## src/rtl/serial_pkg.sv

```systemverilog
// rtl/serial_pkg.sv - shared types and constants for the serial data path
package serial_pkg;

  localparam int DEFAULT_DATA_WIDTH = 8;

  // One-hot so the encoding lines up with the read/transfer controller
  typedef enum logic [3:0] {
    TX_IDLE   = 4'b0001,
    TX_LOADED = 4'b0010,
    TX_SHIFT  = 4'b0100,
    TX_DONE   = 4'b1000
  } tx_state_t;

endpackage

```

## src/rtl/serial_tx_shifter_if.sv

```systemverilog
// rtl/serial_tx_shifter_if.sv - controller-to-serializer handshake bundle
interface serial_tx_shifter_if import serial_pkg::*; #(
  parameter int DATA_WIDTH = DEFAULT_DATA_WIDTH
);

  logic                  sample_data;
  logic [DATA_WIDTH-1:0] data_in;
  logic                  tx_data;
  logic                  sout;
  logic                  sout_valid;
  logic                  tx_busy;
  logic                  tx_done;

  modport master (
    output sample_data, data_in, tx_data,
    input  sout, sout_valid, tx_busy, tx_done
  );

  modport slave (
    input  sample_data, data_in, tx_data,
    output sout, sout_valid, tx_busy, tx_done
  );

endinterface

```

## src/rtl/bit_period_counter.sv

```systemverilog
// rtl/bit_period_counter.sv - counts clk cycles per serial bit, ticks at terminal count
module bit_period_counter #(
  parameter int BIT_CYCLES = 1
) (
  input  logic clk,
  input  logic reset,
  input  logic clear,
  input  logic en,
  output logic tick
);

  localparam int CW = $clog2(BIT_CYCLES) + 1;
  localparam logic [CW-1:0] TERM = CW'(BIT_CYCLES - 1);

  logic [CW-1:0] cnt;

  assign tick = en && (cnt == TERM);

  always_ff @(posedge clk or posedge reset) begin
    if (reset) begin
      cnt <= '0;
    end else if (clear || tick) begin
      cnt <= '0;
    end else if (en) begin
      cnt <= cnt + 1'b1;
    end
  end

endmodule

```

## src/rtl/serial_tx_shifter.sv

```systemverilog
// rtl/serial_tx_shifter.sv - captures a parallel word and shifts it out serially with a done pulse
module serial_tx_shifter import serial_pkg::*; #(
  parameter int DATA_WIDTH = DEFAULT_DATA_WIDTH,
  parameter int BIT_CYCLES = 1,
  parameter int LSB_FIRST  = 1
) (
  input  logic                clk,
  input  logic                reset,
  serial_tx_shifter_if.slave  bus
);

  localparam int BW = $clog2(DATA_WIDTH);
  localparam logic [BW-1:0] LAST = BW'(DATA_WIDTH - 1);

  tx_state_t             state;
  logic [DATA_WIDTH-1:0] hold;
  logic                  loaded;
  logic [BW-1:0]         bit_cnt;
  logic                  sout_r;
  logic                  valid_r;
  logic                  busy_r;
  logic                  done_r;
  logic                  period_tick;

  assign bus.sout       = sout_r;
  assign bus.sout_valid = valid_r;
  assign bus.tx_busy    = busy_r;
  assign bus.tx_done    = done_r;

  function automatic logic [BW-1:0] bit_sel(input logic [BW-1:0] cnt);
    if (LSB_FIRST != 0) return cnt;
    else                return LAST - cnt;
  endfunction

  bit_period_counter #(.BIT_CYCLES(BIT_CYCLES)) u_period (
    .clk   (clk),
    .reset (reset),
    .clear (state != TX_SHIFT),
    .en    (state == TX_SHIFT),
    .tick  (period_tick)
  );

  // Outputs are registered from the next state, so they line up with the state they describe
  always_ff @(posedge clk or posedge reset) begin
    if (reset) begin
      state   <= TX_IDLE;
      hold    <= '0;
      loaded  <= 1'b0;
      bit_cnt <= '0;
      sout_r  <= 1'b0;
      valid_r <= 1'b0;
      busy_r  <= 1'b0;
      done_r  <= 1'b0;
    end else begin
      case (state)
        TX_IDLE: begin
          if (bus.sample_data) begin
            hold   <= bus.data_in;
            loaded <= 1'b1;
            state  <= TX_LOADED;
          end
        end
        TX_LOADED: begin
          if (bus.sample_data) begin
            hold <= bus.data_in;
          end else if (bus.tx_data && loaded) begin
            state   <= TX_SHIFT;
            bit_cnt <= '0;
            sout_r  <= hold[bit_sel('0)];
            valid_r <= 1'b1;
            busy_r  <= 1'b1;
          end
        end
        TX_SHIFT: begin
          if (period_tick) begin
            if (bit_cnt == LAST) begin
              state   <= TX_DONE;
              sout_r  <= 1'b0;
              valid_r <= 1'b0;
              done_r  <= 1'b1;
              loaded  <= 1'b0;
            end else begin
              bit_cnt <= bit_cnt + 1'b1;
              sout_r  <= hold[bit_sel(bit_cnt + 1'b1)];
            end
          end
        end
        TX_DONE: begin
          done_r <= 1'b0;
          busy_r <= 1'b0;
          state  <= TX_IDLE;
        end
        default: begin
          state   <= TX_IDLE;
          sout_r  <= 1'b0;
          valid_r <= 1'b0;
          busy_r  <= 1'b0;
          done_r  <= 1'b0;
        end
      endcase
    end
  end

endmodule

```

## src/flat_wrapper.sv

```systemverilog
// flat-port wrapper written by rule: the top's interface ports become plain ports
module serial_tx_shifter_flat import serial_pkg::*;
#(
  parameter int DATA_WIDTH = DEFAULT_DATA_WIDTH,
  parameter int BIT_CYCLES = 1,
  parameter int LSB_FIRST  = 1
)
  (clk, reset, bus_sample_data, bus_data_in, bus_tx_data, bus_sout, bus_sout_valid, bus_tx_busy, bus_tx_done);
  serial_tx_shifter_if #(.DATA_WIDTH(DATA_WIDTH)) bus_i ();
  input  logic clk;
  input  logic reset;
  input wire logic [$bits(bus_i.sample_data)-1:0] bus_sample_data;
  input wire logic [$bits(bus_i.data_in)-1:0] bus_data_in;
  input wire logic [$bits(bus_i.tx_data)-1:0] bus_tx_data;
  output wire logic [$bits(bus_i.sout)-1:0] bus_sout;
  output wire logic [$bits(bus_i.sout_valid)-1:0] bus_sout_valid;
  output wire logic [$bits(bus_i.tx_busy)-1:0] bus_tx_busy;
  output wire logic [$bits(bus_i.tx_done)-1:0] bus_tx_done;
  assign bus_i.sample_data = bus_sample_data;
  assign bus_i.data_in = bus_data_in;
  assign bus_i.tx_data = bus_tx_data;
  assign bus_sout = bus_i.sout;
  assign bus_sout_valid = bus_i.sout_valid;
  assign bus_tx_busy = bus_i.tx_busy;
  assign bus_tx_done = bus_i.tx_done;
  serial_tx_shifter #(.DATA_WIDTH(DATA_WIDTH), .BIT_CYCLES(BIT_CYCLES), .LSB_FIRST(LSB_FIRST)) u_core (.clk(clk), .reset(reset), .bus(bus_i));
endmodule
```

## config.mk

```make
export PLATFORM = sky130hd
export DESIGN_NAME = serial_tx_shifter_flat
export DESIGN_NICKNAME = d
export VERILOG_FILES = /design/src/rtl/serial_pkg.sv /design/src/rtl/serial_tx_shifter_if.sv /design/src/rtl/bit_period_counter.sv /design/src/rtl/serial_tx_shifter.sv /design/src/flat_wrapper.sv
export SDC_FILE = /design/constraint.sdc
export NUM_CORES = 1
export LEC_CHECK = 0
export ABC_AREA = 0
export CAP_MARGIN = 10
export CORE_MARGIN = 5
export CORE_UTILIZATION = 52
export CTS_BUF_LIST = sky130_fd_sc_hd__clkbuf_16
export DETAILED_ROUTE_END_ITERATION = 8
export PLACE_DENSITY = 0.85
export SETUP_SLACK_MARGIN = 0.02
export SYNTH_ARGS = -nofsm -noshare
export SYNTH_HDL_FRONTEND = slang
export SYNTH_SLANG_ARGS = --single-unit
```

## constraint.sdc

```tcl
create_clock -name clk -period 2.1 [get_ports clk]
set_input_delay 0.63 -clock clk [delete_from_list [all_inputs] [get_ports clk]]
set_output_delay 0.63 -clock clk [all_outputs]
set_load 0.02 [all_outputs]
```

-- Word level (Yosys, flattened, before mapping)
Cells that the tools add are included.
- memory bits (read-only): 0
- word-level logic and storage cells: 77
- bits in latches: 0
- RAM bits: 0
- bits in registers: 21
- output and inout bits: 4
- memories kept: 0
- reduce and logical (&&, ||, !) cells: 17
- add/subtract/negate cells: 2
- $lt $le $gt $ge: 1
- bitwise logic cells: 4
- shift-type cells: 0
- div/mod/pow operators: 0
- eq/ne operators: 12
- $mul: 0
- muxes and demuxes: 32
- operators by type and width (cell ; count):
    2-to-1 mux 4 bit ; 5
    2-to-1 mux 3 bit ; 5
    AND reduction 5 bit ; 3
    2-to-1 mux 1 bit ; 14
    case mux 4 bit (3 select lines) ; 1
    AND reduction 4 bit ; 2
    != test 2 x 1 -> 1 bit, second input constant ; 3
    != test 2 bit, second input constant ; 3
    case mux 1 bit (2 select lines) ; 3
    case mux 1 bit (3 select lines) ; 2
    case mux 3 bit (2 select lines) ; 1
    AND reduction 3 bit ; 2
    nonzero test 2 bit ; 3
    OR reduction 2 bit ; 3
    == test 4 x 1 -> 1 bit, second input constant ; 1
    == test 4 x 2 -> 1 bit, second input constant ; 1
    == test 4 x 3 -> 1 bit, second input constant ; 1
    == test 4 bit, second input constant ; 1
    < comparator 3 x 4 -> 1 bit, second input constant ; 1
    != test 4 x 3 -> 1 bit, second input constant ; 1
    NOT 1 bit ; 4
    adder 3 x 1 -> 3 bit, second input constant ; 1
    binary-select mux 1 bit (select 3 bit) ; 1
    == test 3 bit, second input constant ; 1
    other kinds (4) ; 5

-- Depth between registers and ports, before layout
Gate-level depths: netlist (run 1).
- depth after elaboration: 9
- gate-level depth with buffers: 6
- depth with buffers taken out: 6

-- Hierarchy
From an unflattened synthesis (run 1), not the netlist that was laid out.
- cells, all modules: 98
- area, all modules: 1124.8 um^2
- by module, submodules not included (module ; area each (um^2) ; cells an instance ; times used):
    serial_tx_shifter ; 1074.8 ; 94 ; 1
    bit_period_counter ; 50.0 ; 4 ; 1

-- Worst setup path before layout (run 1)
No wires, ideal clock.
- kind: register to register
- from: register u_core.bit_cnt[0]
- to: register u_core.sout_r (netlist: u_core.bus.sout)
- period minus slack after synthesis: 1.849 ns
- stages on the path, launching flop included: 6
- library setup time: 0.129 ns
- data arrival time: 1.720 ns
- path slack: 0.251 ns
- path buffers: 0
- cell sequence: dfrtp_1 ha_1 mux4_1 mux2_2 a22oi_1 mux2i_1
- cells in the longest elaborated chain, start to end: 9
- ends and longest elaborated chain (element ; line ; source):
    start, declared ; serial_tx_shifter.sv:18 ; logic [BW-1:0] bit_cnt;
    start signal, assigned ; serial_tx_shifter.sv:83 ; bit_cnt <= bit_cnt + 1'b1;
    adder 3 x 1 -> 3 bit ; serial_tx_shifter.sv:84 ; sout_r <= hold[bit_sel(bit_cnt + 1'b1)];
    2-to-1 mux 3 bit ; serial_tx_shifter.sv:76 ; if (bit_cnt == LAST) begin
    2-to-1 mux 3 bit ; serial_tx_shifter.sv:75 ; if (period_tick) begin
    2-to-1 mux 3 bit ; serial_tx_shifter.sv:55 ; case (state)
    binary-select mux 1 bit (select 3 bit) ; serial_tx_shifter.sv:84 ;
    2-to-1 mux 1 bit (implied by the code) ; serial_tx_shifter.sv:84 ;
    2-to-1 mux 1 bit (*) ; serial_tx_shifter.sv:76 ;
    2-to-1 mux 1 bit (*) ; serial_tx_shifter.sv:75 ;
    case mux 1 bit (3 select lines) (*) ; serial_tx_shifter.sv:55 ;
    end signal, assigned ; serial_tx_shifter.sv:69 ; sout_r <= hold[bit_sel('0)];
    end signal, assigned ; serial_tx_shifter.sv:84 ;
    end, declared ; serial_tx_shifter.sv:19 ; logic sout_r;
Every way passes the cells marked *; elsewhere a longest branch is shown, timed or not. The select of a mux whose other input is x is not followed.
A chain may end at the register's enable or synchronous reset.

-- Final worst setup path (run 1)
Same ends and word-level chain as after synthesis.

==> impl_metrics.json, run 1 <==
{
  "run_status": "complete, no violations",
  "wl_um": 1965,
  "timing.final.max_slew_violations": 0,
  "grt_max_degree": 22,
  "timing_worst_setup_path_type": "flop to flop",
  "static_leakage_nw": 0.5664,
  "count_of_routing_violations_after_the_opening_detailed_route_iteration": 11,
  "setup-violations-final": 0,
  "setup_tns_ns": 0,
  "post-place-ws_ns": 0.07466,
  "std_cell_rows": 16,
  "fillCellCount": 145,
  "nNetsFinal": 127,
  "clk_latency_ns": 0.25,
  "synth_top_cell_by_area": "sky130_fd_sc_hd__dfrtp_1",
  "synthFlopType": "sky130_fd_sc_hd__dfrtp_1",
  "postSynthAreaPerCell_um2": 11.33,
  "slowest_stage": "sky130_fd_sc_hd__mux4_1",
  "detail_route.wl_per_cell_um": 14.14,
  "post_synth_edffs": 0,
  "dr.pass1.iters": 4,
  "async_reset_ff_frac": 1.000,
  "hold_ws_ns": 0.5024,
  "dr_total_vias": 795,
  "netlist.area_leader.share": 0.4603,
  "drc": 0,
  "synthesis.nets": 110,
  "final.setup.worst_slack_ns": 0.1114,
  "critical_path.reg2reg.startpoint": "u_core.bit_cnt[0]",
  "cts_inserted_buffers": 3,
  "globalplace.congestion": 0.8549,
  "path_cells": "ha_1 > mux4_1 > mux2_2 > a22oi_1 > mux2i_1",
  "global_route.overflow_total": 0,
  "pwr_density_cell_nw_per_um2": 1209,
  "die_height_um": 55.73,
  "grt_pass1_vias": 770,
  "placed_instance_count": 135,
  "post_layout_nonfiller_instances": 139,
  "number_of_top_level_pins": 16,
  "netlist_area_um2": 1087,
  "root_buffer": "sky130_fd_sc_hd__clkbuf_16",
  "cts-hold-fix-buffers": 0,
  "synth.lib_cells_used.distinct": 35,
  "cp_top_family": "multiplexers",
  "endpoint_kind": "flop",
  "clk_pin_slew_ns": 0.05,
  "part_of_the_yosys_area_used_for_sequential_elements": 0.4845,
  "floorplan.initialDensity": 0.5486,
  "cts.repair.resized": 0,
  "cp_data_arrival_time_ns": 2.12,
  "horizontal_die_dimension_um": 55.73,
  "worst_hold_path_startpoint": "u_core.hold[6]",
  "cts_tree": "yes",
  "final.setup_skew_ns": 0.001556,
  "place.detailed.hpwl_um": 1438,
  "die-area_um2": 3105,
  "yosysMostFrequentCell": "sky130_fd_sc_hd__dfrtp_1",
  "avgViaCountPerCell": 5.719,
  "fmax_ghz": 0.5029,
  "report.final.hold_viol_count": 0,
  "required_ns": 2.23,
  "cts-root-to-sink-buffers": 2,
  "path_category_of_the_worst_min_delay_check": "flop to flop",
  "period_share": 0.9470,
  "insertedDiodeCount": 0,
  "vdd_drop_max_mv": 0.7891,
  "critPathLaunchType": "flop",
  "fin_crit_ns": 1.989,
  "cts.sinks": 21,
  "post_synth_main_area_contributors": "sky130_fd_sc_hd__dfrtp_1 (46%), sky130_fd_sc_hd__mux2_2 (8.3%), sky130_fd_sc_hd__mux4_1 (4.8%)",
  "cts_post_setup_buffers_inserted": 0,
  "slowest_delay_ns": 0.57,
  "synthesis.instances": 96,
  "port_buffers": 15,
  "initial_antenna_violation_count": 0,
  "reported_max_cap_violation_count": 0,
  "design_power_total_mw": 1.606,
  "crit_buf_inv": 0,
  "area_growth_syn_to_layout_pct": 22.21,
  "cp_max_fo": 4,
  "fp.coreArea_um2": 1982,
  "unrepaired_setup_endpoints_after_global_routing": "false",
  "startpoint": "u_core.bit_cnt[0]",
  "yosys_register_bits": 21,
  "global_route_wire_length_before_repair_um": 3318,
  "final_layout_size_suffix_gt1_frac": 0.1518,
  "synth.yosys.warnings": 0,
  "antenna_violating_nets_post_route": 0,
  "ys_top_cells_by_count": "sky130_fd_sc_hd__dfrtp_1 (20), sky130_fd_sc_hd__nand2_1 (11), sky130_fd_sc_hd__mux2_2 (8)",
  "cts.htree.levels": 1,
  "globalRouteTotalUtil": 0.1358
}
[path summary, 6_finish.rpt]
check,endpoint,slack [ns],cells past startpoint
min in group asynchronous,u_core.bus.tx_done,0.72,3
min,u_core.hold[6],0.50,1
max,u_core.bus.sout,0.11,5
max reg2reg,u_core.bus.sout,0.11,5
min reg2reg,u_core.hold[6],0.50,1
max in group asynchronous,u_core.state[0],1.11,3
[logic make-up after synthesis]
| family | share of synthesized area |
|---|---|
| adders and majority gates | 0.02301 |
| buffers and inverters | 0.04027 |
| other | 0.003449 |
| muxes | 0.1600 |
| DFF | 0.4845 |
| AOI/OAI and AO/OA | 0.1116 |
| and+or+nand+nor | 0.1772 |
[area by class of cell]
class | count | area [µm²] | area share
Clock buffer | 3 | 75.07 | 0.05650
Clock inverter | 1 | 3.754 | 0.002825
Inverter | 4 | 15.01 | 0.01130
Multi-Input combinational cell | 67 | 516.7 | 0.3889
Sequential cell | 21 | 526.8 | 0.3964
Tap cell | 27 | 33.78 | 0.02542
Timing Repair Buffer | 16 | 157.7 | 0.1186
[where the power goes]
| part | switching, mW | internal [mW] | total (mW) |
|---|---|---|---|
| clock | 0.138 | 0.253 | 0.391 |
| combinational | 0.224 | 0.316 | 0.540 |
| sequential | 0.123 | 0.551 | 0.675 |
| total | 0.485 | 1.12 | 1.61 |
[cell usage in the layout (no fill, tap or decap), types with 2 or more instances in the layout]
cell type / n
sky130_fd_sc_hd__clkdlybuf4s50_1: 15
sky130_fd_sc_hd__nand2_1: 11
sky130_fd_sc_hd__nor2_1: 4
sky130_fd_sc_hd__a21oi_1: 3
sky130_fd_sc_hd__inv_1: 5
sky130_fd_sc_hd__o21ai_0: 6
sky130_fd_sc_hd__o21ai_1: 2
sky130_fd_sc_hd__mux4_1: 2
sky130_fd_sc_hd__clkbuf_16: 3
sky130_fd_sc_hd__nand2b_1: 3
sky130_fd_sc_hd__nor2b_1: 5
sky130_fd_sc_hd__ha_1: 2
sky130_fd_sc_hd__mux2_2: 8
sky130_fd_sc_hd__dfrtp_1: 20
sky130_fd_sc_hd__and3b_1: 2
sky130_fd_sc_hd__mux2i_1: 2
[metal layers]
layer / GRT usage / vias to the layer above / wire (µm)
li1: - / 373 / -
met1: 0.1588 / 387 / 848
met2: 0.2213 / 32 / 979
met3: 0.04176 / 3 / 109
met4: 0.07292 / 0 / 27
met5: 0 / - / 0
[stage by stage]
step,utilization,instance area [µm²]
detailed placement,0.6307,1250
global placement,0.6307,1250
finish,0.6705,1329
CTS,0.6705,1329
global route,0.6705,1329
floorplan,-,1087
[worst register-to-register path: cells and delay by family (launching register included)]
family                   cells  cell delay [ns]
multiplexers                 3             0.95
flip-flops                   1             0.41
adder cells (fa/ha/maj)      1             0.37
AO/OA/AOI/OAI                1             0.14
[state kept, by name (all words and copies together) (netlist names)]
| signal | flops |
|---|---|
| u_core.hold | 8 |
| u_core.state | 4 |
| u_core.bit_cnt | 3 |
| u_core.bus.sout | 1 |
| u_core.bus.sout_valid | 1 |
| u_core.bus.tx_busy | 1 |
| u_core.bus.tx_done | 1 |
| u_core.loaded | 1 |
| u_core.u_period.cnt | 1 |
Note: power is estimated with default switching activity, not from simulation.
==> run 2, diff against run 1 <==
--- a/config.mk
+++ b/config.mk
@@ -8,10 +8,11 @@
 export ABC_AREA = 0
 export CAP_MARGIN = 10
 export CORE_MARGIN = 5
-export CORE_UTILIZATION = 52
+export CORE_UTILIZATION = 53
 export CTS_BUF_LIST = sky130_fd_sc_hd__clkbuf_16
 export DETAILED_ROUTE_END_ITERATION = 8
-export PLACE_DENSITY = 0.85
+export DONT_BUFFER_PORTS = 1
+export PLACE_DENSITY = 0.76
 export SETUP_SLACK_MARGIN = 0.02
 export SYNTH_ARGS = -nofsm -noshare
 export SYNTH_HDL_FRONTEND = slang
==> run 2 against run 1 <==
Global-route usage increased by 0.93 points. Highest routed layer unchanged. Power fell by 1.0%. Largest power group unchanged. Critical path depth did not move. First-iteration DRC count shrank 18%.
==> impl_metrics.json, run 2 (same netlist as run 1, synthesis figures left out) <==
{
  "grt_max_degree": 22,
  "clk_latency_ns": 0.26,
  "dr_total_vias": 702,
  "grt_pass1_vias": 734,
  "cts.sinks": 21,
  "slowest_delay_ns": 0.54,
  "path_category_of_the_worst_min_delay_check": "input pin to asynchronous set/reset pin",
  "count_of_routing_violations_after_the_opening_detailed_route_iteration": 9,
  "cp_top_family": "multiplexers",
  "reg_top3": "u_core.hold x8, u_core.state x4, u_core.bit_cnt x3",
  "floorplan.initialDensity": 0.5542,
  "nNetsFinal": 112,
  "net-switching-power_mw": 0.4974,
  "final.setup_skew_ns": 0.002449,
  "endpoint_kind": "flop",
  "seq_power_share": 0.444,
  "mostFrequentLayoutCells": "sky130_fd_sc_hd__dfrtp_1 (20), sky130_fd_sc_hd__nand2_1 (11), sky130_fd_sc_hd__mux2_2 (8), sky130_fd_sc_hd__o21ai_0 (6), sky130_fd_sc_hd__nor2b_1 (5)",
  "largest_register": "u_core.hold",
  "clk_pin_slew_ns": 0.06,
  "global_route_wire_length_before_repair_um": 3422,
  "std_cell_rows": 16,
  "place.detailed.hpwl_um": 1402,
  "setup_tns_ns": 0,
  "pwr_density_cell_nw_per_um2": 1333,
  "post_layout_nonfiller_instances": 124,
  "final_util": 0.6078,
  "number_of_top_level_pins": 16,
  "run_status": "complete, no violations",
  "required_ns": 2.24,
  "reported_max_cap_violation_count": 0,
  "globalRouteTotalUtil": 0.1451,
  "final_layout_size_suffix_gt1_frac": 0.1959,
  "fmax_ghz": 0.5166,
  "slowest_stage": "sky130_fd_sc_hd__mux4_1",
  "insertedDiodeCount": 0,
  "crit_buf_inv": 0,
  "horizontal_die_dimension_um": 55.30,
  "antenna_violating_nets_post_route": 0,
  "clock_power_share": 0.255,
  "layout.cells.most_common": "sky130_fd_sc_hd__dfrtp_1",
  "internal_power_mw": 1.092,
  "port_buffers": 0,
  "timing.final.max_slew_violations": 0,
  "max_reg_flops": 8,
  "cts-root-to-sink-buffers": 2,
  "dr.pass1.iters": 2,
  "vdd_drop_max_mv": 0.8378,
  "initial_antenna_violation_count": 0,
  "power.combinational.fraction": 0.301,
  "unrepaired_setup_endpoints_after_global_routing": "false",
  "die_height_um": 55.30,
  "cp_data_arrival_time_ns": 2.07,
  "hold_ws_ns": 0.2823,
  "report.final.hold_viol_count": 0,
  "avgViaCountPerCell": 5.661,
  "cp_max_fo": 4,
  "fin_crit_ns": 1.936,
  "area_growth_syn_to_layout_pct": 9.666,
  "cts_inserted_buffers": 3,
  "drc": 0,
  "timing_worst_setup_path_type": "flop to flop",
  "die-area_um2": 3058,
  "critPathLaunchType": "flop",
  "path_cells": "ha_4 > mux4_1 > mux2_2 > a22oi_1 > mux2i_1",
  "cts_tree": "yes",
  "globalplace.congestion": 0.7750,
  "wl_um": 1964,
  "swShare": 0.3129,
  "global_route.overflow_total": 0,
  "root_buffer": "sky130_fd_sc_hd__clkbuf_16",
  "cts.htree.levels": 1,
  "static_leakage_nw": 0.5066,
  "detail_route.wl_per_cell_um": 15.84,
  "setup-violations-final": 0,
  "period_share": 0.9218,
  "placed_instance_count": 120,
  "fp.coreArea_um2": 1962
}
[run 2: layout make-up]
type	instances	area (µm²)
flip-flops and latches	21	526.8
well taps	27	33.78
inverters	4	15.01
clock buffers	3	75.07
repair buffers	1	7.507
fillers	167	769.5
multi-input cells	67	529.3
clock inverters	1	5.005
[run 2: power by group through the flow]
stage / logic [mW] / clock network (mW) / registers, mW
final: 0.479 / 0.406 / 0.705
after floorplan: 0.468 / 0 / 0.627
after CTS: 0.473 / 0.411 / 0.698
after detailed placement: 0.469 / 0 / 0.699
after global placement: 0.446 / 0 / 0.697
after global routing: 0.538 / 0.436 / 0.727
[run 2: final timing paths]
| check | cells after the start | slack, ns | end | start |
|---|---|---|---|---|
| setup / recovery | 5 | 0.16 | u_core.bus.sout | u_core.bit_cnt[0] |
| hold / removal | 2 | 0.28 | u_core.bus.tx_busy | reset |
| setup reg to reg | 5 | 0.16 | u_core.bus.sout | u_core.bit_cnt[0] |
| hold reg to reg | 1 | 0.50 | u_core.hold[1] | u_core.hold[1] |
| max in group asynchronous | 2 | 1.56 | u_core.state[0] | reset |
| min in group clk | 1 | 0.50 | u_core.hold[1] | u_core.hold[1] |
[run 2: repair_timing]
action,4_1_cts,5_1_grt
gates resized for setup,0,1
setup buffers,0,0
endpoints found under the hold margin,0,0
hold buffers,0,0
endpoints found under the setup margin,0,1
[run 2: metrics by stage]
step	power, mW	setup WS, ns	cell area, µm²
6_report	1.590	0.1643	1192
5_1_grt	1.702	0.07269	1192
4_1_cts	1.582	0.1077	1180
3_5_place_dp	1.168	0.1217	1100
3_3_place_gp	1.143	0.2137	1100
2_1_floorplan	1.095	0.2511	1087
[run 2: metal layers]
metal	track usage	routed length, µm	vias to the layer above
met5	0	0	-
met4	0.09722	53	0
met3	0.04662	88	5
met2	0.2010	816	14
met1	0.1916	1005	337
li1	-	-	346
==> run 3, diff against run 2 <==
--- a/config.mk
+++ b/config.mk
@@ -6,10 +6,9 @@
 export NUM_CORES = 1
 export LEC_CHECK = 0
 export ABC_AREA = 0
-export CAP_MARGIN = 10
+export CAP_MARGIN = 20
 export CORE_MARGIN = 5
 export CORE_UTILIZATION = 53
-export CTS_BUF_LIST = sky130_fd_sc_hd__clkbuf_16
 export DETAILED_ROUTE_END_ITERATION = 8
 export DONT_BUFFER_PORTS = 1
 export PLACE_DENSITY = 0.76
==> run 3 against run 2 <==
Register-to-register slack about the same. Non-clock buffer count stayed put. Count of clock-buffer cells in the layout stayed put. Critical path depth is the same. Core utilization is 2.7 points lower. Setup slack improved by 0.0092 ns. Design area down 4.4%. Clock skew is 0.0064 ns higher. Die area did not move. Global-route usage is 0.69 points lower. First-iteration DRC count down 11%. Critical path type unchanged. Critical endpoint unchanged. Largest cell class unchanged.
==> impl_metrics.json, run 3 (same netlist as run 1, synthesis figures left out) <==
{
  "run_status": "complete, no violations",
  "grt_pass1_vias": 734,
  "grt_max_degree": 22,
  "design_power_total_mw": 1.374,
  "power.combinational.fraction": 0.344,
  "cts-hold-fix-buffers": 0,
  "seq_power_share": 0.510,
  "fmax_ghz": 0.5191,
  "cts.htree.levels": 1,
  "place.detailed.hpwl_um": 1402,
  "std_cell_rows": 16,
  "drc": 0,
  "die_height_um": 55.30,
  "cts_post_setup_buffers_inserted": 0,
  "report.final.hold_viol_count": 0,
  "fin_crit_ns": 1.926,
  "period_share": 0.9174,
  "required_ns": 2.31,
  "met2_usage": 0.2010,
  "initial_antenna_violation_count": 0,
  "cts_tree": "yes",
  "design_area_um2": 1140,
  "cts.sinks": 21,
  "insertedDiodeCount": 0,
  "detail_route.wl_per_cell_um": 15.07,
  "dr.pass1.iters": 6,
  "placed_area_um2": 1100,
  "number_of_top_level_pins": 16,
  "cts-root-to-sink-buffers": 2,
  "cp_top_family": "multiplexers",
  "crit_buf_inv": 0,
  "area_growth_syn_to_layout_pct": 4.833,
  "cp_max_fo": 4,
  "port_buffers": 0,
  "critPathLaunchType": "flop",
  "floorplan.initialDensity": 0.5542,
  "clk_latency_ns": 0.31,
  "layout.cells.most_common": "sky130_fd_sc_hd__dfrtp_1",
  "global_route.usage.met3": 0.03963,
  "clk_pin_slew_ns": 0.12,
  "dr_total_vias": 690,
  "fp.coreArea_um2": 1962,
  "avgViaCountPerCell": 5.565,
  "top_usage_layer": "met2",
  "internal_power_mw": 0.9054,
  "globalRouteTotalUtil": 0.1382,
  "reg_top3": "u_core.hold x8, u_core.state x4, u_core.bit_cnt x3",
  "swShare": 0.3408,
  "static_leakage_nw": 0.4834,
  "vdd_drop_max_mv": 0.7687,
  "globalRouteMet1Util": 0.1826,
  "cp_data_arrival_time_ns": 2.14,
  "pwr_density_cell_nw_per_um2": 1205,
  "largest_register": "u_core.hold",
  "root_buffer": "sky130_fd_sc_hd__clkbuf_4",
  "endpoint_kind": "flop",
  "slowest_stage": "sky130_fd_sc_hd__mux4_1",
  "net-switching-power_mw": 0.4681,
  "timing_worst_setup_path_type": "flop to flop",
  "mostFrequentLayoutCells": "sky130_fd_sc_hd__dfrtp_1 (20), sky130_fd_sc_hd__nand2_1 (11), sky130_fd_sc_hd__mux2_2 (8), sky130_fd_sc_hd__o21ai_0 (6), sky130_fd_sc_hd__nor2b_1 (5)",
  "reported_max_cap_violation_count": 0,
  "timing.final.max_slew_violations": 0,
  "max_reg_flops": 8,
  "count_of_routing_violations_after_the_opening_detailed_route_iteration": 8,
  "final.setup_skew_ns": 0.008820,
  "setup-violations-final": 0,
  "global_route_wire_length_before_repair_um": 3339,
  "die-area_um2": 3058,
  "final_util": 0.5810,
  "nNetsFinal": 112,
  "antenna_violating_nets_post_route": 0,
  "globalplace.congestion": 0.7750,
  "hold_ws_ns": 0.2059,
  "path_category_of_the_worst_min_delay_check": "input pin to asynchronous set/reset pin",
  "wl_um": 1869,
  "slowest_delay_ns": 0.54,
  "global_route.overflow_total": 0,
  "unrepaired_setup_endpoints_after_global_routing": "false",
  "horizontal_die_dimension_um": 55.30,
  "clock_power_share": 0.146,
  "setup_tns_ns": 0,
  "final_layout_size_suffix_gt1_frac": 0.1959,
  "cts_inserted_buffers": 3,
  "path_cells": "ha_4 > mux4_1 > mux2_2 > a22oi_1 > mux2i_1"
}
==> run 3: final timing paths <==
path                              startpoint                   to  slack (ns)  cells past startpoint
min in group clk              bus_data_in[0]       u_core.hold[0]        0.44                      1
hold reg to reg               u_core.hold[1]       u_core.hold[1]        0.51                      1
setup / recovery           u_core.bit_cnt[0]      u_core.bus.sout        0.17                      5
hold / removal                         reset  u_core.u_period.cnt        0.21                      2
setup reg to reg           u_core.bit_cnt[0]      u_core.bus.sout        0.17                      5
max in group asynchronous              reset      u_core.state[0]        1.62                      2
==> run 3: stage by stage <==
stage                     cells  setup WS, ns
after floorplan              96        0.2511
after global placement      120        0.2137
after detailed placement    120        0.1217
after CTS                   124        0.1138
after global routing        124       0.06166
final                       124        0.1735
==> run 3: cell type report <==
class | count | area (µm²)
multi-input cells | 67 | 529.3
well taps | 27 | 33.78
clock inverters | 1 | 5.005
inverters | 4 | 15.01
flip-flops and latches | 21 | 526.8
fillers | 179 | 822.0
clock buffers | 3 | 22.52
repair buffers | 1 | 7.507
==> run 3: power by group through the flow <==
stage,Clock (mW),Combinational [mW],Sequential (mW)
after floorplan,0,0.468,0.627
after global placement,0,0.446,0.697
after detailed placement,0,0.469,0.699
after CTS,0.209,0.469,0.693
after global routing,0.231,0.534,0.725
final,0.201,0.473,0.700
==> run 3: repair_timing <==
| action | 4_1_cts | 5_1_grt |
|---|---|---|
| endpoints found under the setup margin | 0 | 1 |
| endpoints found under the hold margin | 0 | 0 |
| gates resized for setup | 0 | 1 |
==> run 3: metal layers <==
metal,share of wire,wire length (µm)
met5,0,0
met4,0.022,41
met2,0.45,835
met1,0.48,898
met3,0.050,94
==> RTL edit 1, RTL diff (config.mk and constraints of run 2) <==
Change the package constant `DEFAULT_DATA_WIDTH` from 8 to 4.
--- a/src/rtl/serial_pkg.sv
+++ b/src/rtl/serial_pkg.sv
@@ -1,7 +1,7 @@
 // rtl/serial_pkg.sv - shared types and constants for the serial data path
 package serial_pkg;
 
-  localparam int DEFAULT_DATA_WIDTH = 8;
+  localparam int DEFAULT_DATA_WIDTH = 4;
 
   // One-hot so the encoding lines up with the read/transfer controller
   typedef enum logic [3:0] {
Interface: changed (resized bus_data_in); port bits go from 16 to 12. No check against the original RTL was run, so the function may have changed too.
==> RTL edit 1 against run 2 <==
  * Area after synthesis fell by 13%
  * Worst hold slack improved by 57 ps
  * Sequential share of layout area fell by 5.6 points
  * Cell area fell by 13%
  * Wire length fell by 1.5%
  * Worst setup slack improved by 230 ps
  * Sequential cell count fell by 5
  * Critical endpoint is now u_core.bit_cnt[0]$_DFFE_PP0P_
Power is not compared: it rests on default switching activity, and its combinational part moved more than twofold at a synthesized area within 25%.
==> RTL edit 1: results (changes against run 2) <==
\begin{tabular}{lr}
\hline
Metric & Value \\
\hline
\multicolumn{2}{l}{\textbf{Pwr}} \\
IR drop worst, VDD & about 0.57 mV \\
Switching part of the total & roughly a fifth \\
Static leakage & roughly 0.45 nW \\
\multicolumn{2}{l}{\textbf{Logic synthesis}} \\
Leading post-synthesis cells by instance count & sky130\_fd\_sc\_hd\_\_dfrtp\_1, sky130\_fd\_sc\_hd\_\_a21oi\_1, sky130\_fd\_sc\_hd\_\_nand3\_1, sky130\_fd\_sc\_hd\_\_nor2\_1, sky130\_fd\_sc\_hd\_\_o21ai\_0 \\
Distinct cell type count after synthesis & 40 (+14\%) \\
Post-synthesis sequential area ratio & 42.35\% (-6.1 points) \\
Synth area leaders & sky130\_fd\_sc\_hd\_\_dfrtp\_1, sky130\_fd\_sc\_hd\_\_mux2\_2, sky130\_fd\_sc\_hd\_\_a21oi\_1 \\
Total number of yosys warnings & 0 (unchanged) \\
Syn Nets & 106 (-3.6\%) \\
\multicolumn{2}{l}{\textbf{Place}} \\
Placer congestion estimate & 0.8484 (+9.5\%) \\
Total of buffers placed on input and output ports & 0 (unchanged) \\
DP Wirelength & 1347 um (-4.0\%) \\
\multicolumn{2}{l}{\textbf{Layout}} \\
Largest registers & u\_core.hold (4), u\_core.state (4), u\_core.bit\_cnt (2) \\
Proportion of layout cells with a drive suffix above 1 & 15.46\% (-4.1 points) \\
Filler cells & 143 (-14\%) \\
Layout area overhead & 9.763\% (about the same) \\
\multicolumn{2}{l}{\textbf{CTS}} \\
Number of sinks on the clock net & 16 (-24\%) \\
Clk slew on worst S/H paths & about 50 ps \\
Number of buffers created by CTS & 3 (unchanged) \\
Total number of H-tree levels & 1 (unchanged) \\
Deepest clock path buffer count & 2 (unchanged) \\
\multicolumn{2}{l}{\textbf{GRT}} \\
Maximum number of pins on one net before global-route repair & 17 (-23\%) \\
Global routing usage summed across all routing layers & 16.34\% (+1.8 points) \\
Global-route wire length before repair & 3229 um (-5.6\%) \\
Number of global-route vias before repair & 695 (-5.3\%) \\
Number of antenna violations at the first check in global routing & 0 (unchanged) \\
\multicolumn{2}{l}{\textbf{Critical path}} \\
Largest fanout on the critical path & 12 (+8) \\
Worst Reg2Reg Path Length in Cells & 4 (-1) \\
First element of the critical path & u\_core.state[1]\$\_DFFE\_PP0P\_ \\
Slack of the worst reg-to-reg path & 400 ps (+230 ps) \\
CP Data Arrival Time & 1840 ps (-230 ps) \\
End of the critical path & u\_core.bit\_cnt[0]\$\_DFFE\_PP0P\_ \\
\multicolumn{2}{l}{\textbf{Timing}} \\
Final setup skew & 5.351 ps (+2.902 ps) \\
Worst slew pin tran & roughly 610 ps \\
\multicolumn{2}{l}{\textbf{Route}} \\
DRC violation total after the first TritonRoute iteration & 20 (+11) \\
First-pass detailed-route iteration total & 4 (+2) \\
Wirelength, routed & 1935 um (-1.5\%) \\
Total number of vias & 732 (+4.3\%) \\
\multicolumn{2}{l}{\textbf{Min path}} \\
Worst Hold Class & input pin to async pin \\
\multicolumn{2}{l}{\textbf{Outcome}} \\
Run status & finished clean \\
\hline
\end{tabular}
## RTL edit 1: changes by cell type in the layout (fill, tap and decap cells not counted), sizes merged, moves of 2 or more
cell,before,now
dfrtp,20,15
a21oi,3,6
nand3b,0,4
nor2,4,6
nor2b,5,2
nand3,1,6
mux2,9,4
nand2,11,4
a22o,0,3
## RTL edit 1: worst min-delay path by stage
stage                                     from  slack (ps)  cells past startpoint                    endpoint
finish                                   reset         340                      1  u_core.hold[0]$_DFFE_PP0P_
global route                             reset         400                      1   u_core.loaded$_DFFE_PP0P_
CTS                                      reset         370                      1  u_core.hold[0]$_DFFE_PP0P_
detailed placement  u_core.hold[1]$_DFFE_PP0P_         490                      1  u_core.hold[1]$_DFFE_PP0P_
global placement    u_core.hold[2]$_DFFE_PP0P_         480                      1  u_core.hold[2]$_DFFE_PP0P_
floorplan           u_core.hold[3]$_DFFE_PP0P_         470                      1  u_core.hold[3]$_DFFE_PP0P_
## RTL edit 1: critical path: stages, from the launching register on
cell and delay, ps:
sky130_fd_sc_hd__dfrtp_1 560, sky130_fd_sc_hd__or4b_4 560, sky130_fd_sc_hd__o21ai_2 170, sky130_fd_sc_hd__o21ai_1 70, sky130_fd_sc_hd__a22o_1 230
## RTL edit 1: power groups by stage
stage	Clock, mW	Sequential [mW]	Combinational (mW)
after floorplan	0	0.327	0.0203
after global placement	0	0.329	0.0228
after detailed placement	0	0.329	0.0233
after CTS	0.374	0.324	0.0234
after global routing	0.390	0.325	0.0258
final	0.369	0.324	0.0225
## RTL edit 1: per-stage QoR
step | utilization, % | setup slack, ps | std cells | total power [mW] | instance area [um^2]
floorplan | - | 461.5 | 97 | 0.3470 | 948.4
global placement | 56.34 | 418.8 | 118 | 0.3514 | 962.2
detailed placement | 56.34 | 419.2 | 118 | 0.3521 | 962.2
CTS | 60.95 | 404.0 | 122 | 0.7214 | 1041
global route | 60.95 | 317.7 | 122 | 0.7409 | 1041
finish | 60.95 | 397.4 | 122 | 0.7153 | 1041
## RTL edit 1: per-layer routing
layer	routed length, um	part of all wire, %	track usage, %	vias to the layer above
li1	-	-	-	356
met1	892	46	22.00	359
met2	926	48	23.97	15
met3	100	5.2	6.268	2
met4	16	0.83	5.106	0
met5	0	0	0	-
## RTL edit 1: cells by family after synthesis
logic type / synth area share (%)
AOI/OAI and AO/OA: 19.13
DFF: 42.35
buffers and inverters: 5.409
muxes: 9.234
other: 0.3954
xor gates and xnor gates: 0.9237
adders and majority gates: 1.319
and+or+nand+nor: 21.24
## RTL edit 1: area by class of cell
cell class              count  area (um^2)  area share, %
multi-input cells          70        495.5          47.60
flip-flops and latches     16        401.6          38.58
repair buffers              2        15.01          1.442
clock buffers               3        75.07          7.212
clock inverters             1        3.754         0.3606
inverters                   5        18.77          1.803
well taps                  25        31.28          3.005
==> RTL edit 2, RTL diff (settings of run 2) <==
Made on the original files. Re-encode `tx_state_t` (4 states) as binary, 2 bits wide. Comments in the files are not updated.
--- a/src/rtl/serial_pkg.sv
+++ b/src/rtl/serial_pkg.sv
@@ -4,11 +4,11 @@
   localparam int DEFAULT_DATA_WIDTH = 8;
 
   // One-hot so the encoding lines up with the read/transfer controller
-  typedef enum logic [3:0] {
-    TX_IDLE   = 4'b0001,
-    TX_LOADED = 4'b0010,
-    TX_SHIFT  = 4'b0100,
-    TX_DONE   = 4'b1000
+  typedef enum logic [1:0] {
+    TX_IDLE   = 2'd0,
+    TX_LOADED = 2'd1,
+    TX_SHIFT  = 2'd2,
+    TX_DONE   = 2'd3
   } tx_state_t;
 
 endpackage
Check against the original RTL: no difference found for any inputs over 10 cycles, from zero or initial values and one cycle with reset high; not proved beyond that.
==> RTL edit 2 against run 2 <==
  * Sequential cell count shrank 2
  * Power rose by 14%
  * Worst setup slack worse by 38 ps
  * Wire length fell by 4.2%
  * Die area is 6.2% lower
  * Critical path depth up 1
  * Cell area is 3.8% lower
  * Area after synthesis shrank 7.5%
  * Critical path type unchanged
  * Critical endpoint unchanged
==> RTL edit 2: results (changes against run 2) <==
\begin{tabular}{lr}
\hline
Metric & Value \\
\hline
\multicolumn{2}{l}{\textbf{GRT}} \\
Global routing usage summed across all routing layers & 15.92\% (+1.4 points) \\
Number of global-route vias before repair & 675 (-8.0\%) \\
Global-route track usage on met3 & 7.479\% (+2.8 points) \\
Global-route wire length before repair & 3146 um (-8.1\%) \\
\multicolumn{2}{l}{\textbf{Route}} \\
Routed length per instance & 15.82 um (-0.15\%) \\
Amount of wire on met3 after detailed routing & 107 um (+22\%) \\
DRC violation total after the first TritonRoute iteration & 7 (-2) \\
\multicolumn{2}{l}{\textbf{Place}} \\
Post-Place Worst Slack & 67.21 ps (-54.53 ps) \\
Area after detailed placement & 0.001052 mm\^{}2 (-4.3\%) \\
\multicolumn{2}{l}{\textbf{Timing}} \\
Post-Route Hold Slack & 376.3 ps (+94.04 ps) \\
Share of the cycle needed by the critical path after routing & 93.97\% (+1.8 points) \\
\multicolumn{2}{l}{\textbf{Layout}} \\
Bufs w/o clock & 4 (+3) \\
Final instance count without filler cells & 119 (-4.0\%) \\
Largest registers & u\_core.hold (8), u\_core.bit\_cnt (3), u\_core.state (2) \\
Share of the final layout cell area in sequential cells & 41.44\% (-2.7 points) \\
Multi-input gates & 60 (-10\%) \\
Multi-input logic area & 501.7 um\^{}2 (-5.2\%) \\
\multicolumn{2}{l}{\textbf{Critical path}} \\
Delay of the slowest cell on the worst path & 490 ps (-50 ps) \\
Largest delay share family, worst path & simple AND/OR/NAND/NOR gates \\
Worst path slowest cell & sky130\_fd\_sc\_hd\_\_or4\_1 \\
\multicolumn{2}{l}{\textbf{Pwr}} \\
Power dissipated in the clock network & 0.396 mW (-2\%) \\
IR drop worst, VDD & 1.016 mV (+21\%) \\
Comb power frac & 41.9\% (+12 points) \\
\multicolumn{2}{l}{\textbf{Outcome}} \\
Run status & finished clean \\
\multicolumn{2}{l}{\textbf{Logic synthesis}} \\
Synth area leaders & sky130\_fd\_sc\_hd\_\_dfrtp\_1, sky130\_fd\_sc\_hd\_\_mux2\_2, sky130\_fd\_sc\_hd\_\_ha\_1 \\
Post-synthesis sequential area ratio & 47.26\% (-1.2 points) \\
Number of standard cells after synthesis & 90 (-6.3\%) \\
\multicolumn{2}{l}{\textbf{Floorplan}} \\
Floorplan die area & 0.002869 mm\^{}2 (-6.2\%) \\
\multicolumn{2}{l}{\textbf{CTS}} \\
Number of sinks on the clock net & 19 (-9.5\%) \\
\hline
\end{tabular}
RTL edit 2: changes by cell type in the layout (fill, tap and decap cells not counted), sizes merged, moves of 2 or more:
cell / delta
mux2i: +2
nand2: -6
inv: +3
buf: +3
o21ai: -6
ha: +5
nor3: -2
a21oi: +5
and3b: -2
RTL edit 2: worst reg2reg max path, delay by kind of cell (launching register included):
kind                       cells  cell delay [ps]
AOI/OAI and AO/OA              1              130
adders and majority gates      2              510
DFF                            1              380
muxes                          1              340
and+or+nand+nor                2              530
RTL edit 2: cell families (layout without fill, tap and decap cells):
kind of cell | count (synthesis) | after routing | synth area share, %
adders and majority gates | 7 | 7 | 8.706
DFF | 19 | 19 | 47.26
AOI/OAI and AO/OA | 17 | 17 | 10.70
and+or+nand+nor | 20 | 20 | 11.07
muxes | 15 | 15 | 17.79
buffers and inverters | 11 | 15 | 4.105
other | 1 | 1 | 0.3728
